<file path="config.mk">
export PLATFORM = sky130hd
export DESIGN_NAME = round_sequencer
export DESIGN_NICKNAME = d
export VERILOG_FILES = /design/src/rtl/round_sequencer.sv
export SDC_FILE = /design/constraint.sdc
export NUM_CORES = 1
export LEC_CHECK = 0
export CELL_PAD_IN_SITES_DETAIL_PLACEMENT = 1
export CELL_PAD_IN_SITES_GLOBAL_PLACEMENT = 1
export CORE_MARGIN = 2
export CORE_UTILIZATION = 45
export DETAILED_ROUTE_END_ITERATION = 6
export PLACE_DENSITY = 0.88
export SYNTH_ARGS = -nofsm -noshare
export SYNTH_HDL_FRONTEND = slang
export SYNTH_SLANG_ARGS = --single-unit
</file>
<file path="constraint.sdc">
create_clock -name clk -period 3.5 [get_ports clk]
set_input_delay 0.525 -clock clk [delete_from_list [all_inputs] [get_ports clk]]
set_output_delay 0.525 -clock clk [all_outputs]
set_load 0.05 [all_outputs]
</file>
<file path="src/rtl/round_sequencer.sv">
// round_sequencer: one fight match - 3-2-1 countdown, timed rounds, KO/timeout scoring,
// inter-round hold and best-of-N result. Define PAUSE_EN to build in pause support.
module round_sequencer #(
  parameter int TICKS_PER_SEC  = 60,
  parameter int COUNT_FROM     = 3,
  parameter int ROUND_SECS     = 99,
  parameter int ROUNDS_TO_WIN  = 2,
  parameter int MAX_ROUNDS     = 3,
  parameter int END_HOLD_TICKS = 120
) (
  input  logic       clk,
  input  logic       reset,
  input  logic       start,
  input  logic       p1_ko,
  input  logic       p2_ko,
  input  logic       pause_btn,
  output logic       countdown_active,
  output logic [3:0] countdown_val,
  output logic       countdown_done,
  output logic       play_active,
  output logic [6:0] timer_sec,
  output logic [1:0] round_num,
  output logic [1:0] p1_rounds,
  output logic [1:0] p2_rounds,
  output logic       round_over,
  output logic       match_over,
  output logic [1:0] winner,
  output logic       paused
);

  localparam int TICK_W = (TICKS_PER_SEC > 1) ? $clog2(TICKS_PER_SEC) : 1;
  localparam int HOLD_W = (END_HOLD_TICKS > 1) ? $clog2(END_HOLD_TICKS) : 1;
  localparam logic [TICK_W-1:0] TICK_LAST  = TICK_W'(TICKS_PER_SEC - 1);
  localparam logic [HOLD_W-1:0] HOLD_LAST  = HOLD_W'(END_HOLD_TICKS - 1);
  localparam logic [3:0]        CD_START   = 4'(COUNT_FROM);
  localparam logic [6:0]        SECS_START = 7'(ROUND_SECS);
  localparam logic [1:0]        WIN_ROUNDS = 2'(ROUNDS_TO_WIN);
  localparam logic [1:0]        LAST_ROUND = 2'(MAX_ROUNDS);

  typedef enum logic [2:0] {IDLE, COUNTDOWN, FIGHT, ROUND_END, MATCH_END} state_t;

  function automatic logic [1:0] sat_inc2(input logic [1:0] v);
    return (v == 2'd3) ? v : v + 2'd1;
  endfunction

  function automatic logic [6:0] sat_dec7(input logic [6:0] v);
    return (v == 7'd0) ? v : v - 7'd1;
  endfunction

  state_t            state_q, state_d;
  logic [TICK_W-1:0] tick_q, tick_d;
  logic [HOLD_W-1:0] hold_q, hold_d;
  logic [3:0]        cval_q, cval_d;
  logic [6:0]        timer_q, timer_d;
  logic [1:0]        round_q, round_d;
  logic [1:0]        p1_q, p1_d;
  logic [1:0]        p2_q, p2_d;
  logic              start_low_q, start_low_d;
  logic              start_rise, in_play, frozen, run, sec_tick;

  // start_low_q resets to 0, so a start held high through reset needs a low sample first
  assign start_rise = start & start_low_q;
  assign in_play    = (state_q == COUNTDOWN) || (state_q == FIGHT);
  assign run        = in_play & ~frozen;
  assign sec_tick   = run && (tick_q == TICK_LAST);

`ifdef PAUSE_EN
  logic paused_q, paused_d, pause_low_q, pause_low_d, pause_rise;

  assign pause_rise = pause_btn & pause_low_q;
  assign frozen     = paused_q;

  always_comb begin
    pause_low_d = ~pause_btn;
    paused_d    = paused_q;
    if (pause_rise && in_play) paused_d = ~paused_q;
    if ((state_d != COUNTDOWN) && (state_d != FIGHT)) paused_d = 1'b0;
  end

  always_ff @(posedge clk or negedge reset) begin
    if (!reset) begin
      paused_q    <= 1'b0;
      pause_low_q <= 1'b0;
    end else begin
      paused_q    <= paused_d;
      pause_low_q <= pause_low_d;
    end
  end
`else
  logic unused_pause;
  assign unused_pause = pause_btn;
  assign frozen       = 1'b0;
`endif

  always_comb begin
    state_d        = state_q;
    tick_d         = tick_q;
    hold_d         = hold_q;
    cval_d         = cval_q;
    timer_d        = timer_q;
    round_d        = round_q;
    p1_d           = p1_q;
    p2_d           = p2_q;
    start_low_d    = ~start;
    countdown_done = 1'b0;
    if (run) tick_d = sec_tick ? '0 : tick_q + 1'b1;

    unique case (state_q)
      IDLE: begin
        if (start_rise) begin
          state_d = COUNTDOWN;
          round_d = 2'd1;
          p1_d    = '0;
          p2_d    = '0;
          cval_d  = CD_START;
          tick_d  = '0;
        end
      end
      COUNTDOWN: begin
        if (sec_tick) begin
          if (cval_q == 4'd1) begin
            state_d        = FIGHT;
            countdown_done = 1'b1;
            timer_d        = SECS_START;
            cval_d         = '0;
          end else begin
            cval_d = cval_q - 4'd1;
          end
        end
      end
      FIGHT: begin
        if (sec_tick) timer_d = sat_dec7(timer_q);
        // a KO landing on the timeout frame decides the round instead of the draw
        if (!frozen && (p1_ko || p2_ko)) begin
          state_d = ROUND_END;
          hold_d  = '0;
          if (p2_ko && !p1_ko) p1_d = sat_inc2(p1_q);
          if (p1_ko && !p2_ko) p2_d = sat_inc2(p2_q);
        end else if (sec_tick && (timer_q <= 7'd1)) begin
          state_d = ROUND_END;
          hold_d  = '0;
        end
      end
      ROUND_END: begin
        hold_d = hold_q + 1'b1;
        if (hold_q == HOLD_LAST) begin
          hold_d = '0;
          if ((p1_q == WIN_ROUNDS) || (p2_q == WIN_ROUNDS) || (round_q == LAST_ROUND)) begin
            state_d = MATCH_END;
          end else begin
            state_d = COUNTDOWN;
            round_d = sat_inc2(round_q);
            cval_d  = CD_START;
            tick_d  = '0;
          end
        end
      end
      MATCH_END: begin
        if (start_rise) begin
          state_d = IDLE;
          round_d = '0;
          p1_d    = '0;
          p2_d    = '0;
          timer_d = '0;
        end
      end
      default: state_d = IDLE;
    endcase
  end

  always_ff @(posedge clk or negedge reset) begin
    if (!reset) begin
      state_q     <= IDLE;
      tick_q      <= '0;
      hold_q      <= '0;
      cval_q      <= '0;
      timer_q     <= '0;
      round_q     <= '0;
      p1_q        <= '0;
      p2_q        <= '0;
      start_low_q <= 1'b0;
    end else begin
      state_q     <= state_d;
      tick_q      <= tick_d;
      hold_q      <= hold_d;
      cval_q      <= cval_d;
      timer_q     <= timer_d;
      round_q     <= round_d;
      p1_q        <= p1_d;
      p2_q        <= p2_d;
      start_low_q <= start_low_d;
    end
  end

  assign countdown_active = (state_q == COUNTDOWN);
  assign countdown_val    = cval_q;
  assign play_active      = (state_q == FIGHT) && !frozen;
  assign timer_sec        = timer_q;
  assign round_num        = round_q;
  assign p1_rounds        = p1_q;
  assign p2_rounds        = p2_q;
  assign round_over       = (state_q == ROUND_END) && (hold_q == '0);
  assign match_over       = (state_q == MATCH_END);
  assign winner           = !match_over   ? 2'd0 :
                            (p1_q > p2_q) ? 2'd1 :
                            (p2_q > p1_q) ? 2'd2 : 2'd0;
  assign paused           = frozen;

endmodule

</file>
==> impl_metrics.yaml <==
clock_tree:
  ctsLongestPathBuffers: 2
  cts_tree: "built"
  cts_resized: 0
  numCtsBuffers: 5
  ctsHoldBuffers: 0
  cts_setup_buffers: 0
  cts-root-buf: "clkbuf_8"
  cts.clk_slew.worst_paths_ns: 0.07
  clock_sinks: 34
  worstSkewPairLatency_ns: 0.29
  htree_levels: 2
logic_synthesis:
  synthArstFlopShare: 1.00
  avgSynthCellArea_sq_um: 9.05
  synth_cell_types: 56
  synth.most_common_cell: "dfrtp_1"
  synth_common_cells: "dfrtp_1, nand2_1, nor2_1"
  synth_area_leader_cell: "dfrtp_1"
  synth-seq-cells: 34
  ys.flop_type: "dfrtp_1"
  synth-edff-count: 0
  synth_area_leaders: "dfrtp_1, ha_1, a21oi_1"
  yosysWarnings: 0
  ys_seq_area_frac: 0.384
  netlist.area_leader.share: 0.384
  syn_nets: 266
  synth_cells: 245
  synth_area_sq_mm: 0.00222
global_routing:
  antenna_found_initial: 0
  grt_pass1_wl_mm: 9.43
  grt_max_degree: 35
  grtUsageTotal: 0.224
  grt_overflow_total: 0
  first_global_vias: 1931
critical_path:
  r2r_slack_ns: 1.05
  start_kind: "flop"
  r2r-start: "state_q[0]"
  crit_fanout: 14
  critPathCaptureType: "output port"
  r2r_end: "timer_sec[4]"
  crit_chain: "or3b_1 > inv_1 > o21ai_0 > a21oi_1 > clkdlybuf4s50_1"
  crit_type: "flop to output port"
  crit_slowest_cell: "clkdlybuf4s50_1"
  worstPathRequired_ns: 2.97
  reg2regPathDepth: 5
  crit_arrival_ns: 2.66
  slowest_delay_ns: 0.83
route:
  drt-pass1-iter-count: 4
  post_drt_wl_per_cell_um: 16.6
  drc_errors: 0
  drt_iter0_markers: 95
  ant_nets: 0
  vias_per_cell: 5.79
  vias: 1980
  wirelength_mm: 5.69
power:
  p_switching_mw: 1.15
  swShare: 0.499
  power_mw: 2.31
  p_comb_frac: 0.548
  p_per_area_mw_per_mm2: 880
  p_leak_nw: 1.17
  irDropWorstVdd_uv: 434
  internal_power_mw: 1.16
  clockPowerShare: 0.132
  seqPwrFrac: 0.320
placed_design:
  portBuffers: 28
  finalWeightedCongestion: 0.788
  hpwl_mm: 4.12
run:
  cap_viol_max_count: 0
finish:
  drive_above_1_share: 0.0727
  insertedDiodeCount: 0
  fillCellCount: 573
  fin_nets: 295
  area_growth_pct: 18.7
sta:
  period_share: 0.911
  fmax_ghz: 0.314
  hold_violations: 0
  finalClockSkew_ns: 0.00843
  tns_ns: 0
  slew_viol_final: 0
  maxSlewHeadroom: 0.575
  rsz0062_at_grt: "no"
  tightest_slew_ns: 0.632
  post-route-min-period_ns: 3.19
  setup_violations: 0
hold_path:
  min_to: "hold_q[6]"
  hp-class: "flop to flop"
  holdCritStartpoint: "hold_q[6]"
  whs_path_depth: 1
floorplan:
  die-area_sq_mm: 0.00550
  die_w_um: 74.2
  io_pins: 31
  rows: 25
  start_util: 0.469
  core_area_sq_mm: 0.00472
  die_y_um: 74.2
outcome:
  outcome: "completed"
-- stage by stage --
stage          worst slack (ns)  area (sq um)  utilization  hold WS [ns]  std cells
2_1_floorplan             0.369          2220            -         0.229        245
3_3_place_gp              0.732          2540        0.538         0.503        334
3_5_place_dp              0.675          2540        0.538         0.525        334
4_1_cts                   0.318          2630        0.557         0.539        342
5_1_grt                   0.171          2630        0.557         0.557        342
6_report                  0.312          2630        0.557         0.536        342
-- kinds of logic after synthesis --
logic type | share of synthesized area
buffers and inverters | 0.0525
xor gates and xnor gates | 0.0158
muxes | 0.0152
AOI/OAI and AO/OA | 0.205
and+or+nand+nor | 0.241
DFF | 0.384
adders and majority gates | 0.0847
other | 0.00169
-- sequential cells by signal (all words and copies together), names as in the netlist --
| name | cells |
|---|---|
| round_num | 2 |
| p1_rounds | 2 |
| hold_q | 7 |
| timer_sec | 7 |
| countdown_val | 4 |
| start_low_q | 1 |
| tick_q | 6 |
| p2_rounds | 2 |
| state_q | 3 |
-- routing by layer --
metal  share of wire  GRT usage  up-vias
met1            0.45      0.287     1018
met2            0.52      0.392       15
met3           0.018     0.0447        5
met4          0.0098     0.0485        0
li1                -          -      942
met5               0          0        -
-- area by class of cell --
cell class / count / area, sq um / area share
well taps: 67 / 83.8 / 0.0319
inverters: 18 / 67.6 / 0.0257
clock buffers: 7 / 86.3 / 0.0328
repair buffers: 29 / 288 / 0.109
multi-input cells: 186 / 1250 / 0.475
flip-flops and latches: 34 / 851 / 0.323
clock inverters: 1 / 5.00 / 0.00190
-- critical path: cells and delay by family (launching register included) --
kind | cells | cell delay [ns]
simple gates | 1 | 0.49
flops | 1 | 0.54
buf+inv | 2 | 1.03
compound gates | 2 | 0.32
-- worst max path at each step --
stage,from,endpoint,slack [ns],depth (start not counted)
2_1_floorplan,hold_q[0],round_over,0.37,4
3_3_place_gp,hold_q[0],round_over,0.73,5
3_5_place_dp,state_q[0],winner[1],0.67,5
4_1_cts,state_q[0],winner[1],0.32,5
5_1_grt,state_q[0],winner[1],0.17,5
6_report,state_q[0],winner[1],0.31,5
-- power groups by stage --
stage          clock, mW  combinational, mW  sequential [mW]
2_1_floorplan          0              0.806            0.846
3_3_place_gp           0               1.21            0.729
3_5_place_dp           0               1.27            0.739
4_1_cts            0.314               1.28            0.735
5_1_grt            0.326               1.39            0.764
6_report           0.306               1.27            0.740
-- layout by cell type, fill, tap and decap left out, types with 2 or more instances in the layout --
master           instances
clkbuf_8                 6
inv_1                   17
nand4_1                  2
o31ai_1                  4
o22a_1                   2
dfrtp_1                 34
a31oi_1                  5
and3_1                   3
nand2_1                 22
or3_1                    4
o21a_1                   5
ha_1                    15
o2bb2ai_1                2
or4_1                    4
nor2b_1                  2
nand4b_1                 2
and2_1                   2
xor2_1                   3
nand2b_1                 5
nor4_1                   2
or3b_1                   3
nor3_1                   8
nor2_1                  21
o21ai_0                 12
a21oi_1                 17
nand3_1                  7
a21boi_1                 2
nor3b_1                  2
a21o_1                   5
mux2_2                   3
clkdlybuf4s50_1         28
No activity file was read; power rests on OpenSTA's default activity.
